==> src/rtl/data_buffer_arbiter_if.sv <==
// Bundle of requester, buffer-RAM and status signals around the endpoint buffer arbiter.
// The slave modport is the arbiter; the master modport is the requesters plus buffer RAM.
interface data_buffer_arbiter_if #(
    parameter int CNT_W = 7
);
    logic             ahb_store;
    logic [7:0]       ahb_wdata;
    logic             ahb_get;
    logic             ahb_busy;
    logic [7:0]       ahb_rdata;
    logic             ahb_rvalid;
    logic             usb_store;
    logic [7:0]       usb_wdata;
    logic             usb_get;
    logic             usb_busy;
    logic [7:0]       usb_rdata;
    logic             usb_rvalid;
    logic             clear;
    logic             buf_write;
    logic             buf_read;
    logic [7:0]       buf_wdata;
    logic [7:0]       buf_rdata;
    logic             buf_clear;
    logic [CNT_W-1:0] buffer_occupancy;
    logic             overflow;
    logic             underflow;
    logic             req_drop;

    modport slave (
        input  ahb_store, ahb_wdata, ahb_get, usb_store, usb_wdata, usb_get, clear, buf_rdata,
        output ahb_busy, ahb_rdata, ahb_rvalid, usb_busy, usb_rdata, usb_rvalid,
               buf_write, buf_read, buf_wdata, buf_clear, buffer_occupancy,
               overflow, underflow, req_drop
    );

    modport master (
        output ahb_store, ahb_wdata, ahb_get, usb_store, usb_wdata, usb_get, clear, buf_rdata,
        input  ahb_busy, ahb_rdata, ahb_rvalid, usb_busy, usb_rdata, usb_rvalid,
               buf_write, buf_read, buf_wdata, buf_clear, buffer_occupancy,
               overflow, underflow, req_drop
    );
endinterface

==> src/rtl/data_buffer_arbiter.sv <==
// Round-robin arbiter giving the AHB and USB requesters one access per cycle to the
// single-port endpoint buffer; owns occupancy, overflow/underflow guarding and flushes.
module data_buffer_arbiter #(
    parameter int DEPTH = 64,
    parameter int CNT_W = 7
) (
    input  logic                 clk,
    input  logic                 n_rst,
    data_buffer_arbiter_if.slave bus
);
    typedef enum logic {RUN, FLUSH} state_t;

    localparam logic [CNT_W-1:0] FULL = CNT_W'(DEPTH);
    localparam logic [CNT_W-1:0] ONE  = CNT_W'(1);

    state_t           state;
    logic             buf_clear_q;
    logic             ahb_vld_p0, ahb_wr_p0, usb_vld_p0, usb_wr_p0;
    logic [7:0]       ahb_data_p0, usb_data_p0;
    logic             last_usb;
    logic [CNT_W-1:0] cnt;
    logic             ovf_q, udf_q, drop_q;
    logic             ahb_tag_p1, usb_tag_p1, ahb_zero_p1, usb_zero_p1;

    logic             run, gnt_ahb, gnt_usb, gnt_any, gnt_wr;
    logic [7:0]       gnt_data;
    logic             full, empty, do_write, do_read;
    logic             ahb_free, usb_free, ahb_req, usb_req, drop_evt;

    assign run = (state == RUN);

    // Tie goes to whichever requester was not served last
    always_comb begin
        gnt_ahb = 1'b0;
        gnt_usb = 1'b0;
        if (run) begin
            if (ahb_vld_p0 && usb_vld_p0) begin
                gnt_ahb = last_usb;
                gnt_usb = !last_usb;
            end else begin
                gnt_ahb = ahb_vld_p0;
                gnt_usb = usb_vld_p0;
            end
        end
    end

    assign gnt_any  = gnt_ahb | gnt_usb;
    assign gnt_wr   = gnt_ahb ? ahb_wr_p0 : usb_wr_p0;
    assign gnt_data = gnt_ahb ? ahb_data_p0 : usb_data_p0;
    assign full     = (cnt == FULL);
    assign empty    = (cnt == '0);
    assign do_write = gnt_any && gnt_wr && !full;
    assign do_read  = gnt_any && !gnt_wr && !empty;

    assign ahb_free = !ahb_vld_p0 || gnt_ahb;
    assign usb_free = !usb_vld_p0 || gnt_usb;
    assign ahb_req  = bus.ahb_store || bus.ahb_get;
    assign usb_req  = bus.usb_store || bus.usb_get;
    assign drop_evt = run && ((bus.ahb_store && bus.ahb_get) || (ahb_req && !ahb_free) ||
                              (bus.usb_store && bus.usb_get) || (usb_req && !usb_free));

    assign bus.buf_write        = do_write;
    assign bus.buf_read         = do_read;
    assign bus.buf_wdata        = do_write ? gnt_data : 8'h00;
    assign bus.buf_clear        = buf_clear_q;
    assign bus.buffer_occupancy = cnt;
    assign bus.overflow         = ovf_q;
    assign bus.underflow        = udf_q;
    assign bus.req_drop         = drop_q;
    assign bus.ahb_busy         = ahb_vld_p0;
    assign bus.usb_busy         = usb_vld_p0;

    // Read return: data from the RAM routed by last cycle's tag; a flush cycle swallows it
    assign bus.ahb_rvalid = ahb_tag_p1 && run;
    assign bus.usb_rvalid = usb_tag_p1 && run;
    assign bus.ahb_rdata  = (bus.ahb_rvalid && !ahb_zero_p1) ? bus.buf_rdata : 8'h00;
    assign bus.usb_rdata  = (bus.usb_rvalid && !usb_zero_p1) ? bus.buf_rdata : 8'h00;

    always_ff @(posedge clk or negedge n_rst) begin
        if (!n_rst) begin
            state       <= RUN;
            buf_clear_q <= 1'b0;
            ahb_vld_p0  <= 1'b0;
            ahb_wr_p0   <= 1'b0;
            usb_vld_p0  <= 1'b0;
            usb_wr_p0   <= 1'b0;
            last_usb    <= 1'b0;
            cnt         <= '0;
            ovf_q       <= 1'b0;
            udf_q       <= 1'b0;
            drop_q      <= 1'b0;
            ahb_tag_p1  <= 1'b0;
            usb_tag_p1  <= 1'b0;
            ahb_zero_p1 <= 1'b0;
            usb_zero_p1 <= 1'b0;
        end else begin
            case (state)
                RUN: if (bus.clear) begin
                    state       <= FLUSH;
                    buf_clear_q <= 1'b1;
                end
                FLUSH: if (!bus.clear) begin
                    state       <= RUN;
                    buf_clear_q <= 1'b0;
                end
                default: begin
                    state       <= RUN;
                    buf_clear_q <= 1'b0;
                end
            endcase

            if (!run) begin
                ahb_vld_p0 <= 1'b0;
                usb_vld_p0 <= 1'b0;
                cnt        <= '0;
                ovf_q      <= 1'b0;
                udf_q      <= 1'b0;
                drop_q     <= 1'b0;
                ahb_tag_p1 <= 1'b0;
                usb_tag_p1 <= 1'b0;
            end else begin
                if (ahb_free) begin
                    ahb_vld_p0 <= ahb_req;
                    ahb_wr_p0  <= bus.ahb_store;
                end
                if (usb_free) begin
                    usb_vld_p0 <= usb_req;
                    usb_wr_p0  <= bus.usb_store;
                end
                if (gnt_any)
                    last_usb <= gnt_usb;
                if (do_write)
                    cnt <= cnt + ONE;
                else if (do_read)
                    cnt <= cnt - ONE;
                if (gnt_any && gnt_wr && full)
                    ovf_q <= 1'b1;
                if (gnt_any && !gnt_wr && empty)
                    udf_q <= 1'b1;
                if (drop_evt)
                    drop_q <= 1'b1;
                ahb_tag_p1  <= gnt_ahb && !ahb_wr_p0;
                usb_tag_p1  <= gnt_usb && !usb_wr_p0;
                ahb_zero_p1 <= empty;
                usb_zero_p1 <= empty;
            end
        end
    end

    always_ff @(posedge clk) begin
        if (run && ahb_free && bus.ahb_store)
            ahb_data_p0 <= bus.ahb_wdata;
        if (run && usb_free && bus.usb_store)
            usb_data_p0 <= bus.usb_wdata;
    end
endmodule

==> src/flat_wrapper.sv <==
// flat-port wrapper written by rule: the top's interface ports become plain ports
module data_buffer_arbiter_flat 
#(
    parameter int DEPTH = 64,
    parameter int CNT_W = 7
)
  (clk, n_rst, bus_ahb_store, bus_ahb_wdata, bus_ahb_get, bus_usb_store, bus_usb_wdata, bus_usb_get, bus_clear, bus_buf_rdata, bus_ahb_busy, bus_ahb_rdata, bus_ahb_rvalid, bus_usb_busy, bus_usb_rdata, bus_usb_rvalid, bus_buf_write, bus_buf_read, bus_buf_wdata, bus_buf_clear, bus_buffer_occupancy, bus_overflow, bus_underflow, bus_req_drop);
  data_buffer_arbiter_if #(.CNT_W(CNT_W)) bus_i ();
  input  logic clk;
  input  logic n_rst;
  input wire logic [$bits(bus_i.ahb_store)-1:0] bus_ahb_store;
  input wire logic [$bits(bus_i.ahb_wdata)-1:0] bus_ahb_wdata;
  input wire logic [$bits(bus_i.ahb_get)-1:0] bus_ahb_get;
  input wire logic [$bits(bus_i.usb_store)-1:0] bus_usb_store;
  input wire logic [$bits(bus_i.usb_wdata)-1:0] bus_usb_wdata;
  input wire logic [$bits(bus_i.usb_get)-1:0] bus_usb_get;
  input wire logic [$bits(bus_i.clear)-1:0] bus_clear;
  input wire logic [$bits(bus_i.buf_rdata)-1:0] bus_buf_rdata;
  output wire logic [$bits(bus_i.ahb_busy)-1:0] bus_ahb_busy;
  output wire logic [$bits(bus_i.ahb_rdata)-1:0] bus_ahb_rdata;
  output wire logic [$bits(bus_i.ahb_rvalid)-1:0] bus_ahb_rvalid;
  output wire logic [$bits(bus_i.usb_busy)-1:0] bus_usb_busy;
  output wire logic [$bits(bus_i.usb_rdata)-1:0] bus_usb_rdata;
  output wire logic [$bits(bus_i.usb_rvalid)-1:0] bus_usb_rvalid;
  output wire logic [$bits(bus_i.buf_write)-1:0] bus_buf_write;
  output wire logic [$bits(bus_i.buf_read)-1:0] bus_buf_read;
  output wire logic [$bits(bus_i.buf_wdata)-1:0] bus_buf_wdata;
  output wire logic [$bits(bus_i.buf_clear)-1:0] bus_buf_clear;
  output wire logic [$bits(bus_i.buffer_occupancy)-1:0] bus_buffer_occupancy;
  output wire logic [$bits(bus_i.overflow)-1:0] bus_overflow;
  output wire logic [$bits(bus_i.underflow)-1:0] bus_underflow;
  output wire logic [$bits(bus_i.req_drop)-1:0] bus_req_drop;
  assign bus_i.ahb_store = bus_ahb_store;
  assign bus_i.ahb_wdata = bus_ahb_wdata;
  assign bus_i.ahb_get = bus_ahb_get;
  assign bus_i.usb_store = bus_usb_store;
  assign bus_i.usb_wdata = bus_usb_wdata;
  assign bus_i.usb_get = bus_usb_get;
  assign bus_i.clear = bus_clear;
  assign bus_i.buf_rdata = bus_buf_rdata;
  assign bus_ahb_busy = bus_i.ahb_busy;
  assign bus_ahb_rdata = bus_i.ahb_rdata;
  assign bus_ahb_rvalid = bus_i.ahb_rvalid;
  assign bus_usb_busy = bus_i.usb_busy;
  assign bus_usb_rdata = bus_i.usb_rdata;
  assign bus_usb_rvalid = bus_i.usb_rvalid;
  assign bus_buf_write = bus_i.buf_write;
  assign bus_buf_read = bus_i.buf_read;
  assign bus_buf_wdata = bus_i.buf_wdata;
  assign bus_buf_clear = bus_i.buf_clear;
  assign bus_buffer_occupancy = bus_i.buffer_occupancy;
  assign bus_overflow = bus_i.overflow;
  assign bus_underflow = bus_i.underflow;
  assign bus_req_drop = bus_i.req_drop;
  data_buffer_arbiter #(.DEPTH(DEPTH), .CNT_W(CNT_W)) u_core (.clk(clk), .n_rst(n_rst), .bus(bus_i));
endmodule
==> config.mk <==
export PLATFORM = sky130hd
export DESIGN_NAME = data_buffer_arbiter_flat
export DESIGN_NICKNAME = d
export VERILOG_FILES = /design/src/rtl/data_buffer_arbiter_if.sv /design/src/rtl/data_buffer_arbiter.sv /design/src/flat_wrapper.sv
export SDC_FILE = /design/constraint.sdc
export NUM_CORES = 1
export LEC_CHECK = 0
export BUFFER_PORTS_ARGS = -buffer_cell sky130_fd_sc_hd__buf_2
export CORE_ASPECT_RATIO = 0.8
export CORE_MARGIN = 2
export CORE_UTILIZATION = 46
export CTS_CLUSTER_SIZE = 20
export DETAILED_ROUTE_END_ITERATION = 8
export MAX_ROUTING_LAYER = met4
export PLACE_DENSITY = 0.72
export REMOVE_ABC_BUFFERS = 1
export SYNTH_ARGS = -nofsm -noshare
export SYNTH_HDL_FRONTEND = slang
export SYNTH_SLANG_ARGS = --single-unit
==> constraint.sdc <==
create_clock -name clk -period 8.5 [get_ports clk]
set_clock_uncertainty 0.05 [all_clocks]
set_input_delay 0.85 -clock clk [delete_from_list [all_inputs] [get_ports clk]]
set_output_delay 0.85 -clock clk [all_outputs]
set_load 0.05 [all_outputs]
==> results of run 1 <==
layout by cell type (no fill, tap or decap), drive strengths merged, types with 2 or more instances in the layout:
cell,Yosys,layout
mux2,2,2
mux2i,6,6
clkbuf,4,6
a31oi,2,2
a21oi,16,16
inv,6,6
nand3,2,2
a21boi,2,2
dfrtp,20,20
ha,6,6
nor3,3,3
nor2,11,11
nor2b,7,7
maj3,2,2
a21o,4,4
buf,3,71
and3,2,2
o21ai,2,2
or2,2,2
xor2,2,2
edfxtp,16,16
and2,16,16
nand2,23,23
through the flow:
| stage | area [sq um] | worst slack, ns | util |
|---|---|---|---|
| finish | 2380 | 5.07 | 0.618 |
| global route | 2380 | 4.92 | 0.618 |
| CTS | 2380 | 5.09 | 0.618 |
| detailed placement | 2270 | 5.19 | 0.590 |
| global placement | 2270 | 5.34 | 0.590 |
| floorplan | 1850 | 5.12 | - |
power breakdown:
group | switching (uW) | internal [uW] | total [uW]
Clock | 59.2 | 87.0 | 146
Combinational | 211 | 117 | 327
Sequential | 30.8 | 209 | 240
Total | 300 | 413 | 714
path summary, 6_finish.rpt:
kind,startpoint,end,slack [ns],depth (start not counted)
worst max-delay path,u_core.bus.buffer_occupancy[2]$_DFFE_PN0P_,bus_buf_write,5.07,5
worst min-delay path,n_rst,u_core.state$_DFF_PN0_,0.46,1
worst max register to register,u_core.bus.buffer_occupancy[2]$_DFFE_PN0P_,u_core.bus.buffer_occupancy[6]$_DFFE_PN0P_,5.11,9
worst min register to register,u_core.bus.req_drop$_DFFE_PN0P_,u_core.bus.req_drop$_DFFE_PN0P_,0.46,2
max in group asynchronous,n_rst,u_core.bus.ahb_busy$_DFFE_PN0P_,7.62,1
min in group clk,u_core.bus.req_drop$_DFFE_PN0P_,u_core.bus.req_drop$_DFFE_PN0P_,0.46,2
cell families after synthesis:
| logic type | count (synthesis) |
|---|---|
| DFF | 36 |
| and+or+nand+nor | 72 |
| AOI/OAI and AO/OA | 36 |
| xor gates and xnor gates | 3 |
| muxes | 8 |
| adders and majority gates | 9 |
| buffers and inverters | 13 |
area by class of cell:
cell class              instances  area, sq um
fillers                       335         1470
repair buffers                 71          355
clock inverters                 2         35.0
clock buffers                   6         72.6
multi-input cells             128          847
flip-flops and latches         36          981
inverters                       6         22.5
well taps                      55         68.8
routing by layer:
layer,GRT usage,vias to the layer above,share of wire
met5,-,-,0
met4,0.0777,0,0.010
met3,0.0442,6,0.073
met2,0.303,61,0.47
met1,0.273,683,0.45
li1,-,759,-
==> implementation parameters, run 1 <==
Parameter                              Value

Outcome
  Status ... completed

Min path
  Hold crit path type ... in -> async

STA
  Setup Viol. Count Final ... 0
  Total negative setup slack ... 0 ns
  Ratio of final minimum period to clock period ... 0.403
  Final hold violation count ... 0
  Worst slew margin ... 0.465
  Pins over their slew limit ... 0
  Tmin final ... 3.43 ns
  Transition time of the tightest slew-check pin ... between 0.7 and 0.8 ns
  Smallest hold slack ... between 0.4 and 0.5 ns
  Highest achievable clock rate ... between 200 and 300 MHz
  Setup repair after global routing missed its margin ... false

GRT
  Initial antenna violation count ... 0
  Global route overflow ... 0
  GRT Overall Usage ... 0.203
  Vias in the first global route ... ~1400
  Wire length of the first global-routing pass ... approximately 6500 um
  Pin count of the biggest net entering global routing ... 21

Yosys
  Simple-gate portion of the synthesized area ... 0.201
  Area of the mapped netlist ... between 1500 and 2000 sq um
  Yosys warnings ... 0
  Post-Syn Instances ... between 150 and 200
  Complex-gate fraction of the synthesized area ... 0.127
  Share of synthesized flip-flops with an asynchronous set or reset ... 0.556
  Area share of xor/xnor cells in the synthesized design ... 0.0139
  Most repeated cell in the gate-level netlist after synthesis ... sky130_fd_sc_hd__nand2_1
  Commonest cells post-synth ... sky130_fd_sc_hd__nand2_1 (23), sky130_fd_sc_hd__dfrtp_1 (20), sky130_fd_sc_hd__a21oi_1 (16), sky130_fd_sc_hd__and2_1 (16), sky130_fd_sc_hd__edfxtp_1 (16)
  Most area-consuming cells after synthesis ... sky130_fd_sc_hd__dfrtp_1 (27%), sky130_fd_sc_hd__edfxtp_1 (25%), sky130_fd_sc_hd__and2_1 (5.3%)
  Post-synthesis sequential element count ... 36
  Synth Flop Type ... sky130_fd_sc_hd__dfrtp_1
  Count of flip-flops with a built-in enable after synthesis ... 16
  Top cell type's share of synthesized area ... 0.265
  Share of synthesized area occupied by flip-flops and latches ... 0.520
  Synthesized area per cell ... roughly 11 sq um
  Leading area contributor after synthesis ... sky130_fd_sc_hd__dfrtp_1
  Arithmetic-cell share of the synthesized area counting full adders, half adders and majority gates ... 0.0610
  Unique masters post-synth ... 46
  Multiplexer share of the synthesized area ... 0.0458
  Combinational family with the most area after synthesis ... simple AND/OR/NAND/NOR gates

Floorplanning
  Core footprint ... around 3900 sq um
  Vertical die dimension ... 61.3 um
  Number of placement rows ... 20
  Starting Density ... 0.489
  Total die area ... around 4600 sq um
  Top-Level Pins ... slightly above 70
  Die boundary width ... 75.6 um

Clock tree
  Clk root buf ... sky130_fd_sc_hd__clkbuf_8
  Number of buffers created by CTS ... 5
  Number of clock sinks ... 36
  # Post-CTS Setup Buffers ... 0
  Number of instances resized during post-cts repair ... 0
  H-tree depth reported by CTS ... 2
  Hold-fix buffers, CTS ... 0
  Clock Path Buffers ... 2
  Clock tree from TritonCTS ... yes
  Clock latency at the later pin of the worst-skew pair ... roughly 0.28 ns
  Clock-pin slew reported for the worst setup and hold paths after clock tree synthesis ... ~0.070 ns

Route
  Average via count per standard cell ... between 4 and 5
  Remaining antenna violation count ... 0
  DR vias ... ~1500
  Post-Route WL ... ~4300 um
  Average detailed-routed wire length per instance ... about 14 um
  Length of the first detailed-routing pass in iterations ... 4
  Iteration-0 DRC count of the detailed router ... approximately 120
  DRC ... 0

Pwr
  Power density of the placed cells ... approximately 300 nW/um^2
  Final Total Pwr ... 714 uW
  Maximum resistive drop on vdd ... 0.174 mV
  Leak Pwr ... 0.00121 uW

Cells and area
  Layout area overhead ... 26.3%
  Final Instance Count excl. Fillers ... just over 300
  Ant diodes ... 0
  Fraction of final layout cells with drive strength greater than 1 ... 0.353
  Net count, final ... roughly 290

Setup path
  Critical path cell sequence ... or4_1 > nor3_2 > a211o_1 > inv_1 > buf_2
  Crit. End Element ... primary output
  Kind of cell adding the most delay to the critical path ... simple AND/OR/NAND/NOR gates
  Cell with the largest stage delay on the worst path ... sky130_fd_sc_hd__or4_1
  Buffers and inverters on the worst path ... 2
  Maximum single-stage delay on the critical path ... approximately 0.62 ns
  Critical path type ... reg -> out
  Required time of the critical path ... between 7 and 8 ns
  Nature of the critical path startpoint ... register
  Arrival time worst endpoint ... about 2.5 ns
  Worst-path fanout max ... 16

Flow run
  Count of max-cap constraint violations ... 0

Placement
  PortBufs ... 71
  Cell count after placement ... just under 300
  Global placer's final weighted congestion ... ~0.85
  Detailed-placement wirelength estimate ... around 3100 um
No activity file was read; power rests on OpenSTA's default activity.
==> run 2, diff against run 1 <==
Clock period 8.5 ns to 3.6 ns, I/O delays scaled along.
==> implementation parameters, run 2 (same netlist as run 1, synthesis figures left out) <==
Parameter                              Value

Floorplanning
  Vertical die dimension ... ~61 um
  Number of placement rows ... 20
  Starting Density ... 0.489
  Total die area ... 4630 sq um
  Top-Level Pins ... 72
  Core footprint ... slightly below 4000 sq um
  Die boundary width ... between 70 and 80 um

Setup path
  Worst reg2reg setup slack ... ~0.56 ns
  Crit. End Element ... register
  Worst-path fanout max ... 7
  Critical path cell sequence ... or4_1 > nor3_2 > a211o_1 > ha_1 > nor2b_1 > o31a_1 > o21ai_0 > a22oi_1 > a311oi_1
  Nature of the critical path startpoint ... register
  Critical path type ... reg -> reg
  Required time of the critical path ... approximately 3.7 ns
  Arrival time worst endpoint ... 3.19 ns
  Kind of cell adding the most delay to the critical path ... compound AO/OA/AOI/OAI gates
  Buffers and inverters on the worst path ... 0
  Cell with the largest stage delay on the worst path ... sky130_fd_sc_hd__or4_1
  Maximum single-stage delay on the critical path ... 0.61 ns

Route
  DR vias ... 1546
  Average via count per standard cell ... between 5 and 6
  Average detailed-routed wire length per instance ... roughly 13 um
  Post-Route WL ... 4050 um
  DRC ... 0
  Length of the first detailed-routing pass in iterations ... 4
  Iteration-0 DRC count of the detailed router ... around 140
  Remaining antenna violation count ... 0

Clock tree
  Clock tree from TritonCTS ... yes
  Clock Path Buffers ... 2
  # Post-CTS Setup Buffers ... 0
  Number of instances resized during post-cts repair ... 0
  Clk root buf ... sky130_fd_sc_hd__clkbuf_8
  Hold-fix buffers, CTS ... 1
  H-tree depth reported by CTS ... 2
  Number of buffers created by CTS ... 5
  Clock-pin slew reported for the worst setup and hold paths after clock tree synthesis ... ~0.070 ns
  Clock latency at the later pin of the worst-skew pair ... 0.29 ns
  Number of clock sinks ... 36

STA
  Worst slew margin ... 0.489
  Highest achievable clock rate ... between 300 and 400 MHz
  Transition time of the tightest slew-check pin ... roughly 0.76 ns
  Total negative setup slack ... 0 ns
  Pins over their slew limit ... 0
  Tmin final ... ~3.0 ns
  Final hold violation count ... 0
  Setup slack of the critical path after layout ... around 0.56 ns
  Ratio of final minimum period to clock period ... 0.845
  Setup repair after global routing missed its margin ... false
  Setup Viol. Count Final ... 0

Pwr
  Power density of the placed cells ... roughly 680 nW/um^2
  Clk network pwr share ... 0.170
  Leak Pwr ... approximately 0.0012 uW
  Register share of total power ... 0.355
  P_int ... 902 uW
  Maximum resistive drop on vdd ... 0.451 mV
  Switching power of the nets ... approximately 700 uW
  Switching Fraction ... 0.438
  Combinational share of power ... 0.476

GRT
  Global route overflow ... 0
  Initial antenna violation count ... 0
  GRT Overall Usage ... 0.201
  Vias in the first global route ... about 1400
  Pin count of the biggest net entering global routing ... 21
  Wire length of the first global-routing pass ... between 6000 and 7000 um

Cells and area
  Layout area overhead ... 25.9%
  Net count, final ... approximately 290
  Most common library cell in the layout ignoring fill and taps ... sky130_fd_sc_hd__buf_2
  Fraction of final layout cells with drive strength greater than 1 ... 0.355
  Final Instance Count excl. Fillers ... about 310
  Fill cell instance count of the final layout ... 351
  Ant diodes ... 0
  Top library cells by usage in the layout, fill and taps aside ... sky130_fd_sc_hd__buf_2 (71), sky130_fd_sc_hd__nand2_1 (23), sky130_fd_sc_hd__dfrtp_1 (20)

Flow run
  Count of max-cap constraint violations ... 0

Placement
  Detailed-placement wirelength estimate ... 3070 um
  Post-Place Worst Slack ... about 0.56 ns
  Cell count after placement ... 297
  Global placer's final weighted congestion ... around 0.89
  PortBufs ... between 70 and 80

Outcome
  Status ... completed

Min path
  Hold crit path type ... in -> reg
## run 2: changes by cell type in the layout (fill, tap and decap cells not counted)
cell	delta
sky130_fd_sc_hd__buf_4	+1
sky130_fd_sc_hd__clkinv_2	+1
sky130_fd_sc_hd__bufinv_16	-1
sky130_fd_sc_hd__clkbuf_1	-1
sky130_fd_sc_hd__dlygate4sd3_1	+1
sky130_fd_sc_hd__clkinv_1	+1
## run 2: worst register-to-register path, cell delays in order, from the launching register on
cell and delay (ns):
sky130_fd_sc_hd__dfrtp_1 0.43, sky130_fd_sc_hd__or4_1 0.61, sky130_fd_sc_hd__nor3_2 0.24, sky130_fd_sc_hd__a211o_1 0.32, sky130_fd_sc_hd__ha_1 0.31, sky130_fd_sc_hd__nor2b_1 0.15, sky130_fd_sc_hd__o31a_1 0.24, sky130_fd_sc_hd__o21ai_0 0.23
sky130_fd_sc_hd__a22oi_1 0.13, sky130_fd_sc_hd__a311oi_1 0.24
## run 2: stage by stage
step	hold slack (ns)	util	total power (uW)	area, sq um
after global routing	0.131	0.616	1710	2370
after CTS	0.135	0.616	1610	2370
after global placement	0.288	0.592	1330	2280
after floorplan	0.0144	-	1160	1850
after detailed placement	0.290	0.592	1330	2280
final	0.141	0.616	1600	2370
## run 2: path summary, 6_finish.rpt
check                                                           start                                          to  cells past startpoint
min in group asynchronous                                       n_rst  u_core.bus.buffer_occupancy[1]$_DFFE_PN0P_                      2
max                        u_core.bus.buffer_occupancy[2]$_DFFE_PN0P_  u_core.bus.buffer_occupancy[6]$_DFFE_PN0P_                      9
max reg2reg                u_core.bus.buffer_occupancy[2]$_DFFE_PN0P_  u_core.bus.buffer_occupancy[6]$_DFFE_PN0P_                      9
min reg2reg                           u_core.bus.overflow$_DFFE_PN0P_             u_core.bus.overflow$_DFFE_PN0P_                      2
max in group asynchronous                                       n_rst            u_core.bus.underflow$_DFFE_PN0P_                      2
min                                                         bus_clear                      u_core.state$_DFF_PN0_                      1
## run 2: per-layer routing
layer  vias to the layer above  track usage  part of all wire
li1                        765            -                 -
met1                       712        0.274              0.45
met2                        64        0.296              0.46
met4                         0       0.0526            0.0069
met3                         5       0.0622             0.083
met5                         -            -                 0
## run 2: cell type report
class,count,area (sq um),area share
inverter,6,22.5,0.00948
multi-input combinational,128,847,0.357
timing repair buffer,73,373,0.157
clock buffer,5,68.8,0.0290
tap,55,68.8,0.0290
clock inverter,3,13.8,0.00580
sequential,36,981,0.413
## run 2: power by group through the flow
stage,sequential [uW],combinational [uW],clock (uW)
after global placement,571,757,0
after global routing,584,829,296
final,569,763,272
after detailed placement,575,757,0
after CTS,568,762,279
after floorplan,704,456,0
